===== src/rtl/mc_bus_arb.sv =====
// mc_bus_arb: round-robin internal memory-bus arbiter with hold-limit preemption and external br/bg handover
module mc_bus_arb #(
  parameter int NREQ     = 4,
  parameter int MAX_HOLD = 16
) (
  input  logic                    mc_clk,
  input  logic                    mc_rst_n,
  input  logic [NREQ-1:0]         req_i,
  input  logic [NREQ-1:0]         done_i,
  output logic [NREQ-1:0]         gnt_o,
  output logic [$clog2(NREQ)-1:0] owner_o,
  output logic                    busy_o,
  output logic                    preempt_o,
  input  logic                    mc_br_i,
  output logic                    mc_bg_o
);
  localparam int W = $clog2(NREQ);
  typedef enum logic [1:0] {IDLE, GRANT, EXT} state_t;
  state_t state, state_n;
  logic [NREQ-1:0] gnt_n;
  logic [W-1:0] owner_n, last, last_n, pick;
  logic [7:0] hold, hold_n;
  logic bg_n, pre_n, rel, limit, rival;
  function automatic logic [W-1:0] wrap(input logic [W-1:0] base, input int off);
    int s;
    s = int'(base) + off;
    return W'(s >= NREQ ? s - NREQ : s);
  endfunction
  always_comb begin
    pick = last;
    for (int i = NREQ; i >= 1; i--) pick = req_i[wrap(last, i)] ? wrap(last, i) : pick;
  end
  assign rel    = done_i[owner_o] | ~req_i[owner_o];
  assign limit  = hold >= 8'(MAX_HOLD - 1);
  assign rival  = mc_br_i | (|(req_i & ~gnt_o));
  assign busy_o = (|gnt_o) | mc_bg_o;
  always_comb begin
    state_n = state;
    gnt_n   = gnt_o;
    owner_n = owner_o;
    last_n  = last;
    hold_n  = hold;
    bg_n    = 1'b0;
    pre_n   = 1'b0;
    case (state)
      IDLE: begin
        hold_n = '0;
        if (mc_br_i) begin
          state_n = EXT;
          bg_n    = 1'b1;
        end else if (|req_i) begin
          state_n = GRANT;
          owner_n = pick;
          gnt_n   = NREQ'(1) << pick;
        end
      end
      GRANT: begin
        hold_n = hold == 8'(MAX_HOLD) ? hold : hold + 8'd1;
        if (rel | (limit & rival)) begin
          state_n = IDLE;
          gnt_n   = '0;
          last_n  = owner_o;
          pre_n   = ~rel;
        end
      end
      EXT: begin
        bg_n    = mc_br_i;
        state_n = mc_br_i ? EXT : IDLE;
      end
      default: begin
        state_n = IDLE;
        gnt_n   = '0;
      end
    endcase
  end
  always_ff @(posedge mc_clk or negedge mc_rst_n) begin
    if (!mc_rst_n) begin
      state     <= IDLE;
      gnt_o     <= '0;
      owner_o   <= '0;
      last      <= W'(NREQ - 1);
      hold      <= '0;
      mc_bg_o   <= 1'b0;
      preempt_o <= 1'b0;
    end else begin
      state     <= state_n;
      gnt_o     <= gnt_n;
      owner_o   <= owner_n;
      last      <= last_n;
      hold      <= hold_n;
      mc_bg_o   <= bg_n;
      preempt_o <= pre_n;
    end
  end
endmodule


===== config.mk =====
export PLATFORM = sky130hd
export DESIGN_NAME = mc_bus_arb
export DESIGN_NICKNAME = d
export VERILOG_FILES = /design/src/rtl/mc_bus_arb.sv
export SDC_FILE = /design/constraint.sdc
export NUM_CORES = 1
export LEC_CHECK = 0
export CAP_MARGIN = 20
export CELL_PAD_IN_SITES_DETAIL_PLACEMENT = 0
export CELL_PAD_IN_SITES_GLOBAL_PLACEMENT = 1
export CORE_AREA = 3 3 56 58
export DETAILED_ROUTE_END_ITERATION = 7
export DIE_AREA = 0 0 59 61
export PLACE_DENSITY = 0.85
export SLEW_MARGIN = 20
export SYNTH_ARGS = -nofsm -noshare
export SYNTH_HDL_FRONTEND = slang
export SYNTH_SLANG_ARGS = --single-unit

===== constraint.sdc =====
create_clock -name mc_clk -period 2.7 [get_ports mc_clk]
set_clock_uncertainty 0.1 [all_clocks]
set_input_delay 0.54 -clock mc_clk [delete_from_list [all_inputs] [get_ports mc_clk]]
set_output_delay 0.54 -clock mc_clk [all_outputs]
set_load 0.03 [all_outputs]

# Yosys cells after proc, flatten, opt, wreduce, memory -nomap -nowiden
# Cells that the tools add are included.
# totals
ff_bits,20
out_inout_bits,9
word_cells,91
inputBits,11
# classes
bitwise,11
shifts,1
reduce_logical,10
n_addsub,9
n_eq_ne,8
mux,35
n_lt_le_gt_ge,10
# ops
cell,count
2-bit two-way mux,12
8-bit one-hot mux with 2 select lines,1
2-bit by 3-bit < comparator with 1-bit output (second input constant),5
1-bit binary-select mux with 2-bit select,6
4-bit two-way mux,3
4-bit one-hot mux with 3 select lines,1
4-bit OR reduction,3
3-bit >= comparator (second input constant),3
1-bit two-way mux,9
8-bit by 1-bit adder with 8-bit output (second input constant),1
8-bit by 5-bit equality test with 1-bit output (second input constant),1
8-bit by 4-bit >= comparator with 1-bit output (second input constant),1
8-bit two-way mux,1
2-bit inequality test (second input constant),4
2-bit by 1-bit subtractor with 2-bit output (second input constant),4
2-bit by 2-bit adder with 3-bit output (second input constant),2
2-bit one-hot mux with 3 select lines,1
2-bit AND reduction,3
2-bit by 3-bit adder with 4-bit output (second input constant),1
4-bit AND,1
4-bit by 3-bit >= comparator with 1-bit output (second input constant),1
1-bit inverter,4
4-bit inverter,1
1-bit bitwise OR,4
11 further kinds,11

# Depth between registers and ports, before layout
# Gate-level depths: netlist of the first run.
# logic_depth
depth_word,13
ltp_mapped,6
depth_no_buf,6

# Worst setup path after synthesis of the first run
# No wires, ideal clock.
# synth_timing
path_kind,input to register
startpoint,in req_i[3]
endpoint,reg last[0]
required_time_ps,2515
path_slack_ps,898
arrival_ps,1617
n_path_buf,0
stages,4
setup_time_ps,85
cell_sequence,nor2b_1 mux4_2 a21oi_2 mux2_1
# synth_between
elab_chain_len,6
word_cells_on_any_way,10
cone_classes,mux (2); bitwise (6); reduce/logical (2)
# synth_rtl
element,line,source
start: declaration,8,"input logic [NREQ-1:0] req_i,"
4-bit AND / 1-bit binary-select mux with 2-bit select (equally long branches),"35, 33",
4-bit OR reduction / 1-bit two-way mux (equally long branches),"35, 33",
1-bit bitwise OR / 1-bit inverter (equally long branches),"35, 33",
1-bit AND / 1-bit bitwise OR (equally long branches),"59, 33",
1-bit bitwise OR *,59,if (rel | (limit & rival)) begin
2-bit AND reduction (no source line) *,-,
end signal: assignment,81,last <= W'(NREQ - 1);
end signal: assignment,89,last <= last_n;
end: declaration,21,"logic [W-1:0] owner_n, last, last_n, pick;"
# Every way passes the cells marked *; elsewhere a longest branch is shown, timed or not. The select of a mux whose other input is x is not followed.
# A chain may end at the register's enable or synchronous reset.

# Worst setup path after layout of the first run
# layout_timing
startpoint,reg gnt_o[0]
endpoint,out busy_o
# layout_between
elab_chain_len,2
# layout_rtl
element,line,source
start: declaration,10,"output logic [NREQ-1:0] gnt_o,"
start signal: assignment,87,gnt_o <= gnt_n;
4-bit OR reduction,36,assign busy_o = (|gnt_o) | mc_bg_o;
1-bit bitwise OR,36,
end: declaration,12,"output logic busy_o,"
# Every way passes these cells.

==> impl_results.md, run 1 <==
* Pins Over Slew Limit at 0
* Area delta synth->final at 24.8%
* Warnings from Yosys at 0
* Synth area leader: dfrtp_1
* Power per cell area at 812 nW/um2
* Setup_tns at 0 ns
* Seq/Total Area, Yosys at 44.4%
* Starting Density at 41.8%
* Buf/Inv on CP at 1
* Die Wd at 59 um
* DRT iter0 DRCs at 36
* Setup violations, final at 0
* Fillers at 262
* Tmin final at 2.31 ns
* Status: finished, final reports clean
* Number of synthesized flops with an enable pin at 0
* Pin count of the biggest net entering global routing at 21
* Fin. Hold Viols at 0
* Vias per cell at 5.40
* Synth async-reset ratio at 100%
* Vias at 901
* Rel. slew slack at 59.5%
* Slowest CP cell: clkdlybuf4s50_1
* Switching share of power at 36.8%
* Top-area cell type share of the netlist area at 39.7%
* Cells after Synth at 114
* Reg power frac at 39.4%
* RSZ-0062 raised after global routing: false
* Crit path DAT at 1.67 ns
* CTS Buf Count at 3
* Post-CTS setup buffer count at 0
* Drt drc at 0
* CTS root buffer: clkbuf_4
* Post-CTS Hold Fix Bufs at 0
* H-tree level count at 1
* Clock transition at path regs at 0.12 ns
* DRT Pass-1 Iters at 4
* Post-Place Cells at 163
* Peak VDD IR at 0.438 mV
* N_diodes at 0
* GR Overflow Total at 0
* Crit Path Max Fanout at 3
* Layout Cells excl Fill at 167
* Syn Area/Cell at 9.94 um2
* Row cnt at 19
* Clk buf depth at 2
* Global-route total usage across every layer at 14.5%
* R2R depth at 4
* First-pass GRT wire length at 4010 um
* Top-count cell post-synth: dfrtp_1
* Crit. End Element: primary output
* Post-synth top cells: 18 x dfrtp_1, 11 x nand2_1, 11 x nor2_1
* Via count of the first global-routing pass at 885
* Initial antenna violation count at 0
* Combinational power share at 39.4%
* Clock power frac at 21.2%
* Layout cells sized above 1 at 14.0%
* # nets final at 150
* Resize count post-CTS at 0
* Switch Pwr at 0.423 mW
* CP Launch Type: register
* Leakage at 0.595 nW
* Critical path class: reg2out
* CTS tree: yes
* Syn Nets at 127
* Max Clock Freq at 0.433 GHz
* Top-Level Pins at 20
* Critical path's top delay family: buffers and inverters
* Mapped Area at 1130 um2
* Count of input and output buffers at 19
* Core Region at 2710 um2
* Post-synth top flop: dfrtp_1
* Worst hold path class: in2async
* Full die area at 3600 um2
* GP Congestion at 0.843
* DPL Wire Length at 1810 um
* FF+latch count, synth at 20
* Final worst path period share at 85.5%
* Critical Path RT at 2.06 ns
* Clk_lat worst skew at 0.30 ns
* Worst slew pin tran at 0.602 ns
* Crit-path cells: nor4_1 -> nand2_1 -> clkdlybuf4s50_1
* Power Internal at 0.727 mW
* Post-DRT Antenna Nets at 0
* Wire per inst at 13.8 um
* Clk sink count at 20
* Max stage delay on crit path at 0.60 ns
* Yosys cell types at 39
* WL final at 2310 um
* Cell depth of the worst setup path at 3
* Max_cap viols at 0
* Die Span Y at 61 um
* Synth area leaders: dfrtp_1 40%, nor2b_1 5.0%, dfstp_2 4.6%
[cells by family after synthesis]
group	after synthesis	share of synthesized area (%)
compound gates	21	14.7
xor+xnor	3	2.32
fa+ha+maj	2	2.21
buf+inv	8	2.65
flops	20	44.4
mux	5	5.96
simple gates	55	27.8
[path summary, 6_finish.rpt]
check / slack (ns) / startpoint / to
worst max-delay path: 0.39 / gnt_o[0] / busy_o
worst min-delay path: 0.45 / mc_rst_n / hold[4]
worst max register to register: 0.85 / state[0] / gnt_o[2]
worst min register to register: 0.46 / gnt_o[1] / gnt_o[1]
max in group asynchronous: 1.79 / mc_rst_n / last[1]
min in group mc_clk: 0.46 / gnt_o[1] / gnt_o[1]
[final cells by class]
| class | instances | area [um2] | share of cell area (%) |
|---|---|---|---|
| clock inverters | 1 | 30.0 | 2.12 |
| clock buffers | 3 | 22.5 | 1.59 |
| flip-flops and latches | 20 | 503 | 35.5 |
| inverters | 6 | 22.5 | 1.59 |
| repair buffers | 20 | 198 | 14.0 |
| multi-input cells | 86 | 601 | 42.4 |
| well taps | 31 | 38.8 | 2.74 |
[routing by layer]
layer / global-route usage (%) / vias up / wire [um]
met5: 0 / - / 0
met4: 4.53 / 0 / 8
met3: 2.55 / 2 / 131
met2: 25.2 / 21 / 1140
met1: 18.5 / 428 / 1040
li1: - / 450 / -
[power groups by stage]
stage               combinational (mW)  clock (mW)  sequential, mW
finish                           0.453       0.243           0.453
global route                     0.494       0.264           0.467
CTS                              0.458       0.251           0.455
detailed placement               0.456           0           0.461
global placement                 0.449           0           0.457
floorplan                        0.231           0           0.505
[state kept, by name, summed over array words and instances, names as in the netlist]
register	count
hold	8
last	2
preempt_o	1
owner_o	2
mc_bg_o	1
gnt_o	4
state	2
[through the flow]
stage / instance area, um2 / power (mW) / hold WS, ns / util [%] / setup slack, ns
finish: 1420 / 1.15 / 0.448 / 52.2 / 0.391
CTS: 1420 / 1.16 / 0.452 / 52.2 / 0.366
global route: 1420 / 1.22 / 0.456 / 52.2 / 0.329
detailed placement: 1360 / 0.918 / 0.440 / 50.3 / 0.281
global placement: 1360 / 0.906 / 0.449 / 50.3 / 0.327
floorplan: 1130 / 0.736 / 0.144 / - / 0.898
[layout by cell type, fill, tap and decap left out, types with 2 or more instances in the layout]
cell type / Yosys / layout
a21oi_1: 2 / 2
a22o_1: 3 / 3
and3_1: 2 / 2
clkbuf_4: 0 / 3
clkdlybuf4s50_1: 0 / 19
dfrtp_1: 18 / 18
dfstp_2: 2 / 2
ha_1: 2 / 2
inv_1: 6 / 6
mux2_1: 2 / 2
mux2_2: 2 / 2
nand2_1: 11 / 11
nand3_1: 5 / 5
nor2_1: 11 / 11
nor2b_1: 9 / 9
nor3_1: 2 / 2
nor4_1: 4 / 4
o21ai_0: 5 / 5
o21ai_1: 2 / 2
or2b_1: 2 / 2
xor2_1: 3 / 3
Power figures use the tool's default switching activity.
==> inputs of run 2 (changes only) <==
CELL_PAD_IN_SITES_DETAIL_PLACEMENT = 1   (was 0)
==> run 2 against run 1 <==
Sequential share of layout area grew 0.41 points; via count grew 4.0%; worst setup slack gained 0.0044 ns.
==> impl_results.md, run 2 (same netlist as run 1, synthesis figures left out) <==
* Crit. End Element: primary output
* Row cnt at 19 (unchanged)
* Clk buf depth at 2 (unchanged)
* Vias at 937 (+4.0%)
* Placed inst area at 1360 um2 (unchanged)
* Full die area at 3600 um2 (unchanged)
* Most frequent cells in the layout: 19 x clkdlybuf4s50_1, 18 x dfrtp_1, 11 x nand2_1, 11 x nor2_1, 9 x nor2b_1
* Crit path DAT at 1.66 ns (about the same)
* CTS Buf Count at 3 (unchanged)
* Buf/Inv on CP at 1 (unchanged)
* CTS tree: yes
* Final instance area at 1400 um2 (-1.1%)
* Starting Density at 41.8% (unchanged)
* GP Congestion at 0.843 (unchanged)
* Initial antenna violation count at 0 (unchanged)
* Leakage at 0.588 nW (-1.2%)
* Post-Place Cells at 163 (unchanged)
* Final worst path period share at 85.4% (-0.16 points)
* Setup_tns at 0 ns (unchanged)
* Drt drc at 0 (unchanged)
* Clk_lat worst skew at 0.30 ns (about the same)
* Crit-path cells: nor4_1 -> nand2_1 -> clkdlybuf4s50_1
* Via count of the first global-routing pass at 945 (+6.8%)
* # nets final at 150 (unchanged)
* Layout Cells excl Fill at 167 (unchanged)
* Worst hold path class: in2async
* R2r startpoint: state[0]
* Worst slew pin tran at 0.616 ns (+0.0144 ns)
* Clk sink count at 20 (unchanged)
* Critical path's top delay family: buffers and inverters
* Clock transition at path regs at 0.11 ns (about the same)
* Slowest CP cell: clkdlybuf4s50_1
* GR Overflow Total at 0 (unchanged)
* Rel. slew slack at 58.5% (-0.97 points)
* Post-DRT Antenna Nets at 0 (unchanged)
* Global-route total usage across every layer at 15.8% (+1.3 points)
* Post-CTS Hold Fix Bufs at 0 (unchanged)
* WL final at 2560 um (+11%)
* Number of flip-flops under the largest register name at 8 (unchanged)
* Most flops, register: hold
* Max_cap viols at 0 (unchanged)
* Fin. Hold Viols at 0 (unchanged)
* DPL Wire Length at 2070 um (+15%)
* Pins Over Slew Limit at 0 (unchanged)
* Area delta synth->final at 23.4%
* Max Clock Freq at 0.434 GHz (+0.19%)
* RSZ-0062 raised after global routing: false
* Hold Worst Slack at 0.454 ns (+0.00595 ns)
* CP Launch Type: register
* Crit Path Max Fanout at 3 (unchanged)
* Count of input and output buffers at 19 (unchanged)
* First-pass GRT wire length at 4300 um (+7.2%)
* Post-CTS setup buffer count at 0 (unchanged)
* Power per cell area at 777 nW/um2 (-4.4%)
* Peak VDD IR at 0.494 mV (+13%)
* Largest registers: hold: 8 flops, gnt_o: 4 flops
* Power Total at 1.09 mW (-5.5%)
* DRT iter0 DRCs at 21 (-42%)
* Tmin final at 2.30 ns (-0.00439 ns)
* Pin count of the biggest net entering global routing at 21 (unchanged)
* Die Wd at 59 um (unchanged)
* DRT Pass-1 Iters at 4 (unchanged)
* R2r setup slk at 0.86 ns (about the same)
* Status: finished, final reports clean
* Layout cells sized above 1 at 14.0% (unchanged)
* Critical Path RT at 2.06 ns (about the same)
* CTS root buffer: clkbuf_4
* Top-Level Pins at 20 (unchanged)
* Setup violations, final at 0 (unchanged)
* Die Span Y at 61 um (unchanged)
* R2R Path End: gnt_o[2]
* Resize count post-CTS at 0 (unchanged)
* R2R depth at 4 (unchanged)
* Vias per cell at 5.61 (+4.0%)
* H-tree level count at 1 (unchanged)
* Wire per inst at 15.3 um (+11%)
* Commonest non-fill, non-tap cell in the layout: clkdlybuf4s50_1
* N_diodes at 0 (unchanged)
* Core Region at 2710 um2 (unchanged)
* Max stage delay on crit path at 0.60 ns (about the same)
* Critical path class: reg2out
[run 2: cell count changes in the layout (fill, tap and decap cells not counted), sizes merged]
cell	before	now
bufinv	1	0
clkbuf	3	4
[run 2: worst register-to-register path: stages (launching register included)]
cell     delay [ns]
dfrtp_1        0.55
or4_4          0.63
nor4_1         0.30
nand2_1        0.10
o21ai_1        0.10
[run 2: worst max path at each step]
stage,startpoint,endpoint,slack (ns),cells past startpoint
6_report,gnt_o[0],busy_o,0.40,3
3_3_place_gp,req_i[1],last[1],0.33,5
2_1_floorplan,req_i[3],last[0],0.90,4
4_1_cts,gnt_o[0],busy_o,0.36,3
5_1_grt,gnt_o[0],busy_o,0.28,3
3_5_place_dp,req_i[1],last[0],0.28,5
[run 2: where the power goes]
part           total, mW  switching, mW  internal, mW
combinational      0.459          0.258         0.201
sequential         0.457         0.0810         0.376
clock              0.170         0.0882        0.0823
total               1.09          0.428         0.659
[run 2: area by class of cell]
class / count / area [um2]
Clock buffer: 4 / 36.3
Fill cell: 326 / 1310
Inverter: 6 / 22.5
Multi-Input combinational cell: 86 / 601
Sequential cell: 20 / 503
Tap cell: 31 / 38.8
Timing Repair Buffer: 20 / 198
[run 2: through the flow]
stage | util (%) | setup slack [ns]
after global routing | 51.6 | 0.281
after floorplan | - | 0.898
after CTS | 51.6 | 0.357
after global placement | 50.3 | 0.327
final | 51.6 | 0.395
after detailed placement | 50.3 | 0.279
[run 2: per-layer routing]
layer	share of wire [%]	GRT usage [%]	wire length, um
met5	0	0	0
met4	1.2	6.15	31
met3	4.2	3.19	107
met2	52	28.4	1330
met1	43	18.5	1090
==> inputs of run 3 (changes only) <==
clock period = 2.86 ns   (was 2.7 ns; I/O delays follow)
==> run 3 against run 2 <==
Via count unchanged; die area unchanged; critical path type unchanged; final area stayed put; core utilization unchanged; register-to-register slack gained 0.13 ns; first-iteration DRC count increased by 90%; combinational power down 5.0%; total power down 5.4%; clock-buffer cell count did not move; clock power down 4%; global-route usage grew 0.53 points.
==> impl_results.md, run 3 (same netlist as run 1, synthesis figures left out) <==
* CTS root buffer: clkbuf_4
* DRT iter0 DRCs at 40 (+90%)
* Clk sink count at 20 (unchanged)
* Post-CTS Hold Fix Bufs at 0 (unchanged)
* Pin count of the biggest net entering global routing at 21 (unchanged)
* Critical path class: reg2out
* Final worst path period share at 81.9%
* Clock transition at path regs at 0.11 ns (about the same)
* Peak VDD IR at 0.476 mV (-3.6%)
* Post-Place Cells at 163 (unchanged)
* Clk buf depth at 2 (unchanged)
* RSZ-0062 raised after global routing: false
* N_diodes at 0 (unchanged)
* Starting Density at 41.8% (unchanged)
* Rel. slew slack at 53.9% (-4.7 points)
* Final instance area at 1400 um2 (unchanged)
* Pins Over Slew Limit at 0 (unchanged)
* Crit Path Max Fanout at 3 (unchanged)
* H-tree level count at 1 (unchanged)
* Setup violations, final at 0 (unchanged)
* Wire per inst at 15.8 um (+3.4%)
* Power per cell area at 735 nW/um2 (-5.4%)
* Initial antenna violation count at 0 (unchanged)
* Count of input and output buffers at 19 (unchanged)
* Full die area at 3600 um2 (unchanged)
* Power Total at 1.03 mW (-5.4%)
* Post-DRT Antenna Nets at 0 (unchanged)
* Most flops, register: hold
* CTS tree: yes
* GP Congestion at 0.843 (about the same)
* Resize count post-CTS at 0 (unchanged)
* Crit. End Element: primary output
* Placed inst area at 1360 um2 (unchanged)
* Core Region at 2710 um2 (unchanged)
* DRT Pass-1 Iters at 4 (unchanged)
* Clk_lat worst skew at 0.30 ns (about the same)
* Row cnt at 19 (unchanged)
* Die Span Y at 61 um (unchanged)
* Number of flip-flops under the largest register name at 8 (unchanged)
* Global-route total usage across every layer at 16.3% (+0.53 points)
* Largest registers: hold: 8 flops, gnt_o: 4 flops
* Layout Cells excl Fill at 167 (unchanged)
* Max Clock Freq at 0.427 GHz
* Critical Path RT at 2.19 ns (+0.13 ns)
* Top-Level Pins at 20 (unchanged)
* Worst hold path class: reg2reg
* Layout cells sized above 1 at 14.0% (unchanged)
* Post-CTS setup buffer count at 0 (unchanged)
* Max_cap viols at 0 (unchanged)
* Commonest non-fill, non-tap cell in the layout: clkdlybuf4s50_1
* Fin. Hold Viols at 0 (unchanged)
* First-pass GRT wire length at 4440 um (+3.2%)
* Die Wd at 59 um (unchanged)
* Crit path DAT at 1.67 ns (about the same)
* # nets final at 150 (unchanged)
* Leakage at 0.588 nW (unchanged)
* Fillers at 318 (-2.5%)
* Vias at 937 (unchanged)
* Vias per cell at 5.61 (unchanged)
* GR Overflow Total at 0 (unchanged)
* Tmin final at 2.34 ns
* Via count of the first global-routing pass at 935 (-1.1%)
* Most frequent cells in the layout: 19 x clkdlybuf4s50_1, 18 x dfrtp_1, 11 x nand2_1, 11 x nor2_1, 9 x nor2b_1
* Hold Worst Slack at 0.471 ns (+0.0171 ns)
* Worst slew pin tran at 0.686 ns (+0.0697 ns)
* CTS Buf Count at 3 (unchanged)
* Area delta synth->final at 23.4% (unchanged)
* WL final at 2650 um (+3.4%)
* Setup_tns at 0 ns (unchanged)
* CP Launch Type: register
* DPL Wire Length at 2060 um (-0.55%)
* Status: finished, final reports clean
* Drt drc at 0 (unchanged)
-- run 3: critical path: stages, from the launching register on --
cell	delay [ns]
dfrtp_1	0.42
nor4_1	0.28
nand2_1	0.08
clkdlybuf4s50_1	0.60
-- run 3: final cells by class --
class,instances,area (um2),area share [%]
Clock buffer,4,36.3,2.59
Multi-Input combinational cell,86,601,42.9
Timing Repair Buffer,20,198,14.1
Tap cell,31,38.8,2.77
Sequential cell,20,503,36.0
Inverter,6,22.5,1.61
-- run 3: worst paths after layout --
check | start | to | slack (ns) | cells past startpoint
min in group asynchronous | mc_rst_n | hold[4] | 0.49 | 2
setup reg to reg | state[0] | gnt_o[2] | 0.99 | 4
max in group asynchronous | mc_rst_n | last[1] | 1.90 | 2
hold / removal | owner_o[1] | owner_o[1] | 0.47 | 2
hold reg to reg | owner_o[1] | owner_o[1] | 0.47 | 2
setup / recovery | gnt_o[0] | busy_o | 0.52 | 3
-- run 3: report_power, final --
group,internal (mW),switching [mW],total (mW)
registers,0.355,0.0746,0.429
clock network,0.0776,0.0851,0.163
logic,0.190,0.246,0.436
-- run 3: stage by stage --
| stage | worst slack (ns) | util [%] |
|---|---|---|
| 2_1_floorplan | 1.03 | - |
| 3_3_place_gp | 0.455 | 50.3 |
| 3_5_place_dp | 0.397 | 50.3 |
| 4_1_cts | 0.479 | 51.6 |
| 5_1_grt | 0.397 | 51.6 |
| 6_report | 0.518 | 51.6 |
-- run 3: per-layer routing --
layer	part of all wire, %	up-vias	track usage, %
li1	-	448	-
met1	44	466	19.8
met2	49	19	27.9
met3	4.7	4	3.19
met4	1.9	0	7.77
met5	0	-	0
